$ cat src/rtl/icache_line_fill_pkg.sv
// Shared types and width helpers for the Icache line-fill engine.
// Holds the FSM encoding, the AXI RRESP encoding and line geometry helpers.
package icache_line_fill_pkg;

  typedef enum logic [1:0] {
    ST_IDLE = 2'd0,
    ST_AR   = 2'd1,
    ST_R    = 2'd2,
    ST_RESP = 2'd3
  } fill_state_e;

  localparam logic [1:0] RRESP_OKAY = 2'b00;

  function automatic int cache_width_f(
    input int dw,
    input int bs
  );
    return dw * bs;
  endfunction

  function automatic int offset_width_f(
    input int dw,
    input int bs
  );
    return $clog2((dw * bs) / 8);
  endfunction

  function automatic int cnt_width_f(
    input int beats
  );
    return (beats > 1) ? $clog2(beats) : 1;
  endfunction

endpackage

$ cat src/rtl/icache_line_fill.sv
// Icache refill engine: one line request in, one INCR burst read out,
// beats assembled into a full line returned with a one-cycle valid pulse.
// Ports:
//   CLK, RST                     clock, sync active-high reset
//   ADDR_TO_L2(_VALID)           miss line address + strobe
//   DATA_FROM_L2(_VALID)         assembled line + one-cycle pulse
//   FILL_BUSY, FILL_ERR          fill in flight / sticky error of last fill
//   M_AR*                        burst read address channel
//   M_R*                         burst read data channel
module icache_line_fill
  import icache_line_fill_pkg::*;
#(
  parameter int data_width     = 32,
  parameter int address_width  = 32,
  parameter int block_size     = 32,
  parameter int mem_data_width = 32,
  localparam int cache_width   =
    cache_width_f(data_width, block_size),
  localparam int offset_width  =
    offset_width_f(data_width, block_size)
) (
  input  logic                   CLK,
  input  logic                   RST,
  input  logic                   ADDR_TO_L2_VALID,
  input  logic [address_width-offset_width-1:0]
                                 ADDR_TO_L2,
  output logic [cache_width-1:0] DATA_FROM_L2,
  output logic                   DATA_FROM_L2_VALID,
  output logic                   FILL_BUSY,
  output logic                   FILL_ERR,
  output logic [address_width-1:0]
                                 M_ARADDR,
  output logic [7:0]             M_ARLEN,
  output logic                   M_ARVALID,
  input  logic                   M_ARREADY,
  input  logic [mem_data_width-1:0]
                                 M_RDATA,
  input  logic [1:0]             M_RRESP,
  input  logic                   M_RLAST,
  input  logic                   M_RVALID,
  output logic                   M_RREADY
);

  localparam int BEATS = cache_width / mem_data_width;
  localparam int BW    = cnt_width_f(BEATS);
  localparam int LW    = address_width - offset_width;
  localparam logic [BW-1:0] LAST_BEAT = BW'(BEATS - 1);
  localparam logic [7:0]    ARLEN_C   = 8'(BEATS - 1);

  fill_state_e r_state;
  fill_state_e w_next;

  logic [LW-1:0]             r_addr;
  logic [BW-1:0]             r_cnt;
  logic                      r_err;
  logic [mem_data_width-1:0] r_buf [BEATS];

  logic w_req;
  logic w_beat;
  logic w_last;

  assign w_req  = (r_state == ST_IDLE)
                & ADDR_TO_L2_VALID;
  assign w_beat = (r_state == ST_R) & M_RVALID;
  // The local counter, not RLAST, decides
  // which beat completes the line.
  assign w_last = (r_cnt == LAST_BEAT);

  always_ff @(posedge CLK) begin
    if (RST) begin
      r_state <= ST_IDLE;
    end else begin
      r_state <= w_next;
    end
  end

  always_comb begin
    w_next = r_state;
    unique case (r_state)
      ST_IDLE: begin
        if (ADDR_TO_L2_VALID) w_next = ST_AR;
      end
      ST_AR: begin
        if (M_ARREADY) w_next = ST_R;
      end
      ST_R: begin
        if (M_RVALID && w_last) w_next = ST_RESP;
      end
      ST_RESP: begin
        w_next = ST_IDLE;
      end
      default: begin
        w_next = ST_IDLE;
      end
    endcase
  end

  always_comb begin
    M_ARVALID          = 1'b0;
    M_ARLEN            = '0;
    M_RREADY           = 1'b0;
    DATA_FROM_L2_VALID = 1'b0;
    FILL_BUSY          = 1'b1;
    unique case (r_state)
      ST_IDLE: begin
        FILL_BUSY = 1'b0;
      end
      ST_AR: begin
        M_ARVALID = 1'b1;
        M_ARLEN   = ARLEN_C;
      end
      ST_R: begin
        M_RREADY = 1'b1;
      end
      ST_RESP: begin
        DATA_FROM_L2_VALID = 1'b1;
      end
      default: begin
        FILL_BUSY = 1'b0;
      end
    endcase
  end

  always_ff @(posedge CLK) begin
    if (RST) begin
      r_addr <= '0;
      r_cnt  <= '0;
      r_err  <= 1'b0;
      for (int i = 0; i < BEATS; i++) begin
        r_buf[i] <= '0;
      end
    end else begin
      if (w_req) begin
        r_addr <= ADDR_TO_L2;
        r_cnt  <= '0;
        r_err  <= 1'b0;
      end
      if (w_beat) begin
        r_buf[r_cnt] <= M_RDATA;
        r_cnt <= w_last ? '0 : r_cnt + BW'(1);
        // A bad response or a misplaced RLAST
        // flags the line but never stops assembly.
        r_err <= r_err
               | (M_RRESP != RRESP_OKAY)
               | (M_RLAST != w_last);
      end
    end
  end

  assign M_ARADDR = {r_addr, {offset_width{1'b0}}};
  assign FILL_ERR = r_err;

  for (genvar g = 0; g < BEATS; g++) begin : g_pack
    assign DATA_FROM_L2[g*mem_data_width +: mem_data_width]
      = r_buf[g];
  end

endmodule
$ cat config.mk
export PLATFORM = sky130hd
export DESIGN_NAME = icache_line_fill
export DESIGN_NICKNAME = d
export VERILOG_FILES = /design/src/rtl/icache_line_fill_pkg.sv /design/src/rtl/icache_line_fill.sv
export SDC_FILE = /design/constraint.sdc
export NUM_CORES = 1
export LEC_CHECK = 0
export ABC_AREA = 1
export BUFFER_PORTS_ARGS = -buffer_cell sky130_fd_sc_hd__buf_2
export CAP_MARGIN = 10
export CORE_AREA = 8 8 440 442
export DETAILED_ROUTE_END_ITERATION = 8
export DIE_AREA = 0 0 448 450
export GPL_TIMING_DRIVEN = 0
export HOLD_SLACK_MARGIN = 0.05
export PLACE_DENSITY = 0.38
export RECOVER_POWER = 25
export SLEW_MARGIN = 20
export SYNTH_ARGS = -nofsm -noshare
export SYNTH_HDL_FRONTEND = slang
export SYNTH_SLANG_ARGS = --single-unit
$ cat constraint.sdc
create_clock -name CLK -period 3.8 [get_ports CLK]
set_input_delay 0.57 -clock CLK [delete_from_list [all_inputs] [get_ports CLK]]
set_output_delay 0.57 -clock CLK [all_outputs]
set_load 0.03 [all_outputs]
* Yosys cells after proc, flatten, opt, wreduce, memory -nomap -nowiden *
Memories as Yosys holds them, arrays and structs flattened.
Cells that the tools add are included.

word-level totals
  bits in registers = 33
  bits in writable memories = 1024
  input bits = 65
  output and inout bits = 1069
  word-level logic and storage cells = 46
  memories kept = 1

memory list
  name   depth  width  rd ports  clocked after Yosys merged registers in  wr ports  line                    source
  r_buf  32     32     32        0                                        32        icache_line_fill.sv:56  logic [mem_data_width-1:0] r_buf [BEATS];

cells by class
  add/sub/neg operators = 1
  eq/ne operators = 8
  mux-type cells = 22
  bitwise gates (word level) = 4
  reduce and logical (&&, ||, !) cells = 6

operators with widths
  operator             count
  $mux 32              1
  $reduce_or 32->1     1
  $mux 5               5
  $mux 1               12
  $pmux 2 s4           1
  $mux 2               3
  $add 5x1->5 const B  1
  $eq 5x5->1 const B   1
  $eq 2x2->1 const B   2
  $ne 2x2->1 const B   2
  $reduce_bool 2->1    2
  $reduce_and 3->1     1
  $and 1x1->1          2
  $eq 2x1->1 const B   1
  $logic_not 2->1      1
  $ne 2x1->1 const B   1
  $or 1x1->1           2
  $logic_and 1x1->1    1
  $ne 1x1->1           1

* Logic depth before layout (Yosys ltp) *
  word-level depth = 7
  gate-level depth with buffers = 10

* Least setup slack after synthesis *
Ideal clock, no wire load.

  path type = reg2reg
  start = register r_state[0]
  end = memory r_buf[0][0], enable pin
  arrival = 2.412 ns
  required time = 3.411 ns
  slack = 0.999 ns
  stages on the path, launching flop included = 8
  buffers on the path = 1
  cells stage by stage = dfxtp_1 inv_1 ha_1 nand3_1 nor2_1 nand2_1 buf_2 nand2_1

RTL lines
  item                      line                    source
  start: declaration        icache_line_fill.sv:50  fill_state_e r_state;
  start signal: assignment  icache_line_fill.sv:73  r_state <= w_next;
  end: declaration          icache_line_fill.sv:56

==> impl_metrics.env <==
export IMPL_min_delay_path_class="primary input to flip-flop"
export IMPL_pwr_density_cell_mw_per_mm2=565.1
export IMPL_clk_latency_ns=0.77
export IMPL_initial_antenna_violation_count=33
export IMPL_std_cell_rows=159
export IMPL_drtIter0Drc=2071
export IMPL_cts_max_level=3
export IMPL_core_area_mm2=0.1866
export IMPL_switchingPower_mw=8.043
export IMPL_route_vias_total=25910
export IMPL_cts_tree="done"
export IMPL_tightest_slew_ns=1.165
export IMPL_area_share_of_and_or_nand_nor_cells_after_synthesis_pct=11.97
export IMPL_crit_path_dat_ns=4.08
export IMPL_share_of_the_synthesized_area_in_the_top_cell_type_pct=82.31
export IMPL_grt_pass1_vias=25730
export IMPL_worst_setup_path_type="primary input to flip-flop"
export IMPL_post_dp_cell_area_mm2=0.04687
export IMPL_wl_um=199600
export IMPL_ir_drop_v=0.0003883
export IMPL_p_total_mw=28.21
export IMPL_post_route_util_pct=26.75
export IMPL_post_synth_mux_area_share_pct=0
export IMPL_complex_gate_fraction_of_the_synthesized_area_pct=0.4421
export IMPL_largest_family_of_logic_cells_by_synthesized_area="simple AND/OR/NAND/NOR gates"
export IMPL_clk_pin_slew_ns=0.06
export IMPL_routed_wire_length_per_instance_um=30.84
export IMPL_yosys_warnings=0
export IMPL_critical_path_endpoint_type="flip-flop"
export IMPL_clock_tree_root_cell="sky130_fd_sc_hd__clkbuf_16"
export IMPL_maxCapViolations=0
export IMPL_synthAdderAreaFrac_pct=0.3014
export IMPL_tritoncts_num_sinks=1057
export IMPL_detail_route_vias_per_cell=4.003
export IMPL_hold_viol=0
export IMPL_fin_hold_ws_ns=0.1810
export IMPL_ys_types=19
export IMPL_grt_overflow_total=0
export IMPL_worst_clock_skew_ns=0.03378
export IMPL_critical_path_required_ns=4.25
export IMPL_dp_final_hpwl_um=150300
export IMPL_groute_usage_overall_pct=18.89
export IMPL_ios=1134
export IMPL_setup_viol_count_final=0
export IMPL_port_buffers=1123
export IMPL_total_non_filler_cell_area_in_the_finished_layout_mm2=0.04992
export IMPL_leakage_power_figure_nw=18.47
export IMPL_route_detailed_drc=0
export IMPL_multi_input_comb_area_mm2=0.004949
export IMPL_nNetsFinal=3935
export IMPL_die_h_um=450
export IMPL_ys_top_cells_by_area="sky130_fd_sc_hd__edfxtp_1 82%, sky130_fd_sc_hd__nor2_1 11%, sky130_fd_sc_hd__dfxtp_1 1.8%"
export IMPL_relSlewSlack_pct=22.36
export IMPL_area_delta_synth_final_pct=33.63
export IMPL_yosysSeqAreaShare_pct=84.08
export IMPL_first_pass_detailed_route_iteration_total=5
export IMPL_synth_largest_area_cell="sky130_fd_sc_hd__edfxtp_1"
export IMPL_cts_setup_buffers=0
export IMPL_cell_area_after_synthesis_mm2=0.03736
export IMPL_power_share_combinational_pct=12.0
export IMPL_layout_cells_non_filler=6471
export IMPL_ctsLongestPathBuffers=3
export IMPL_post_route_min_period_ns=3.626
export IMPL_grt_pass1_wl_um=255300
export IMPL_sw_frac_of_total_pct=28.51
export IMPL_drt_antenna_violating_nets=0
export IMPL_grt_setup_unrepaired="false"
export IMPL_placedCellCount=6209
export IMPL_clock_power_share_pct=40.0
export IMPL_die_width_um=448
export IMPL_final_min_period_over_clock_period_pct=95.41
export IMPL_finalWeightedCongestion=0.8079
export IMPL_clock_fmax_mhz=275.8
export IMPL_cts_made_buffers=120
export IMPL_sequentialPowerShare_pct=48.0
export IMPL_netlist_instances=2554
export IMPL_biggest_fanout_along_the_worst_timing_path=22
export IMPL_synthesis_area_per_instance_um2=14.63
export IMPL_slew_violations=0
export IMPL_floorplan_initialDensity_pct=20.02
export IMPL_worst_setup_path_start_kind="primary input"
export IMPL_synthXorXnorAreaFrac_pct=0.02344
export IMPL_cell_int_power_mw=20.17
export IMPL_die_area_mm2=0.2016
export IMPL_final_layout_size_suffix_gt1_share_pct=17.82
export IMPL_seq_area_mm2=0.03141
export IMPL_grt_start_max_net_pins=33
export IMPL_synth_ff_latch_count=1057
export IMPL_layout_filler_cells=20010
export IMPL_status="complete, no violations"
[metal layers]
metal  up-vias  global-route usage (%)  part of all wire (%)
li1      11280                       -                     -
met1     13240                   22.04                    38
met2      1126                   33.49                    50
met3       241                   5.181                   8.0
met4        12                   6.068                   3.7
met5         -                       0                 0.040
[synthesized netlist by cell type, drive strengths merged]
| cell type | n |
|---|---|
| xnor2 | 1 |
| nor2 | 1083 |
| inv | 50 |
| edfxtp | 1024 |
| clkinv | 1 |
| nand2 | 82 |
| and3 | 1 |
| clkbuf | 106 |
| ha | 9 |
| nor3 | 10 |
| a21oi | 4 |
| nand3 | 6 |
| buf | 112 |
| nand4 | 2 |
| conb | 1 |
| o21ai | 29 |
| dfxtp | 33 |
[power groups by stage]
stage	Clock, mW	Combinational, mW	Sequential, mW
2_1_floorplan	0	0.735	15.0
6_report	11.3	3.37	13.5
5_1_grt	12.0	3.53	13.6
3_3_place_gp	0	3.48	13.8
3_5_place_dp	0	3.56	13.8
4_1_cts	11.6	3.59	13.5
[final timing paths]
kind | startpoint | end | slack (ns) | depth (start not counted)
setup / recovery | RST | r_buf[28][18] | 0.17 | 9
hold / removal | M_RLAST | FILL_ERR | 0.18 | 4
setup reg to reg | r_state[0] | r_buf[28][18] | 0.19 | 8
hold reg to reg | r_addr[13] | r_addr[13] | 0.48 | 2
[flip-flops by register name (all words and copies together) (netlist names)]
name / cells
FILL_ERR: 1
r_state: 2
r_cnt: 5
r_addr: 25
r_buf: 1024
[layout by cell type (no fill, tap or decap), types with 2 or more instances in the layout]
cell	count
sky130_fd_sc_hd__nor2_1	1079
sky130_fd_sc_hd__clkbuf_16	121
sky130_fd_sc_hd__nand2_2	27
sky130_fd_sc_hd__clkinv_1	25
sky130_fd_sc_hd__clkinv_16	2
sky130_fd_sc_hd__inv_6	4
sky130_fd_sc_hd__clkinv_8	3
sky130_fd_sc_hd__buf_2	448
sky130_fd_sc_hd__nand4_1	2
sky130_fd_sc_hd__dfxtp_1	33
sky130_fd_sc_hd__ha_1	9
sky130_fd_sc_hd__clkinvlp_4	2
sky130_fd_sc_hd__buf_16	4
sky130_fd_sc_hd__nor3_1	10
sky130_fd_sc_hd__inv_1	50
sky130_fd_sc_hd__buf_12	23
sky130_fd_sc_hd__buf_4	15
sky130_fd_sc_hd__diode_2	15
sky130_fd_sc_hd__nand2_1	45
sky130_fd_sc_hd__conb_1	10
sky130_fd_sc_hd__bufinv_16	6
sky130_fd_sc_hd__o21ai_0	29
sky130_fd_sc_hd__edfxtp_1	1024
sky130_fd_sc_hd__clkbuf_1	902
sky130_fd_sc_hd__a21oi_1	4
sky130_fd_sc_hd__nand2_4	10
sky130_fd_sc_hd__clkinv_2	18
sky130_fd_sc_hd__clkbuf_2	17
sky130_fd_sc_hd__nor2_2	4
sky130_fd_sc_hd__dlygate4sd3_1	25
sky130_fd_sc_hd__nand3_1	6
[repair_timing]
item                       4_1_cts  5_1_grt
resized for setup                7        0
hold buffers                    25        0
setup endpoints to repair      383        0
hold endpoints to repair        25        0
[cell type report]
type	count	share of cell area, %
flip-flops and latches	1057	62.92
repair buffers	1176	10.99
multi-input cells	1237	9.912
clock buffers	162	6.373
well taps	2495	6.253
plain buffers	218	2.038
clock inverters	60	1.058
inverters	51	0.3835
diodes	15	0.07519
[through the flow]
step	TNS [ns]	setup WS, ns
floorplan	0	0.9987
global placement	-1342.67	-2.152
finish	0	0.1745
detailed placement	-159.68	-0.5921
CTS	0	0.06556
global route	0	0.01518
[logic make-up after synthesis]
| group | after synthesis |
|---|---|
| AND/OR/NAND/NOR | 1184 |
| XOR/XNOR | 1 |
| AO/OA/AOI/OAI | 33 |
| flip-flops | 1057 |
| other | 1 |
| buffers and inverters | 269 |
| adder cells (fa/ha/maj) | 9 |
[worst max-delay path, cell delays in order]
cell and delay (ns):
sky130_fd_sc_hd__dlygate4sd3_1 0.57, sky130_fd_sc_hd__buf_2 0.15, sky130_fd_sc_hd__clkinv_1 0.19, sky130_fd_sc_hd__nand3_1 0.26, sky130_fd_sc_hd__nor2_2 0.69, sky130_fd_sc_hd__nand2_1 0.63, sky130_fd_sc_hd__buf_2 0.40, sky130_fd_sc_hd__nand2_2 0.31
sky130_fd_sc_hd__buf_12 0.24
Note: power is estimated with default switching activity, not from simulation.
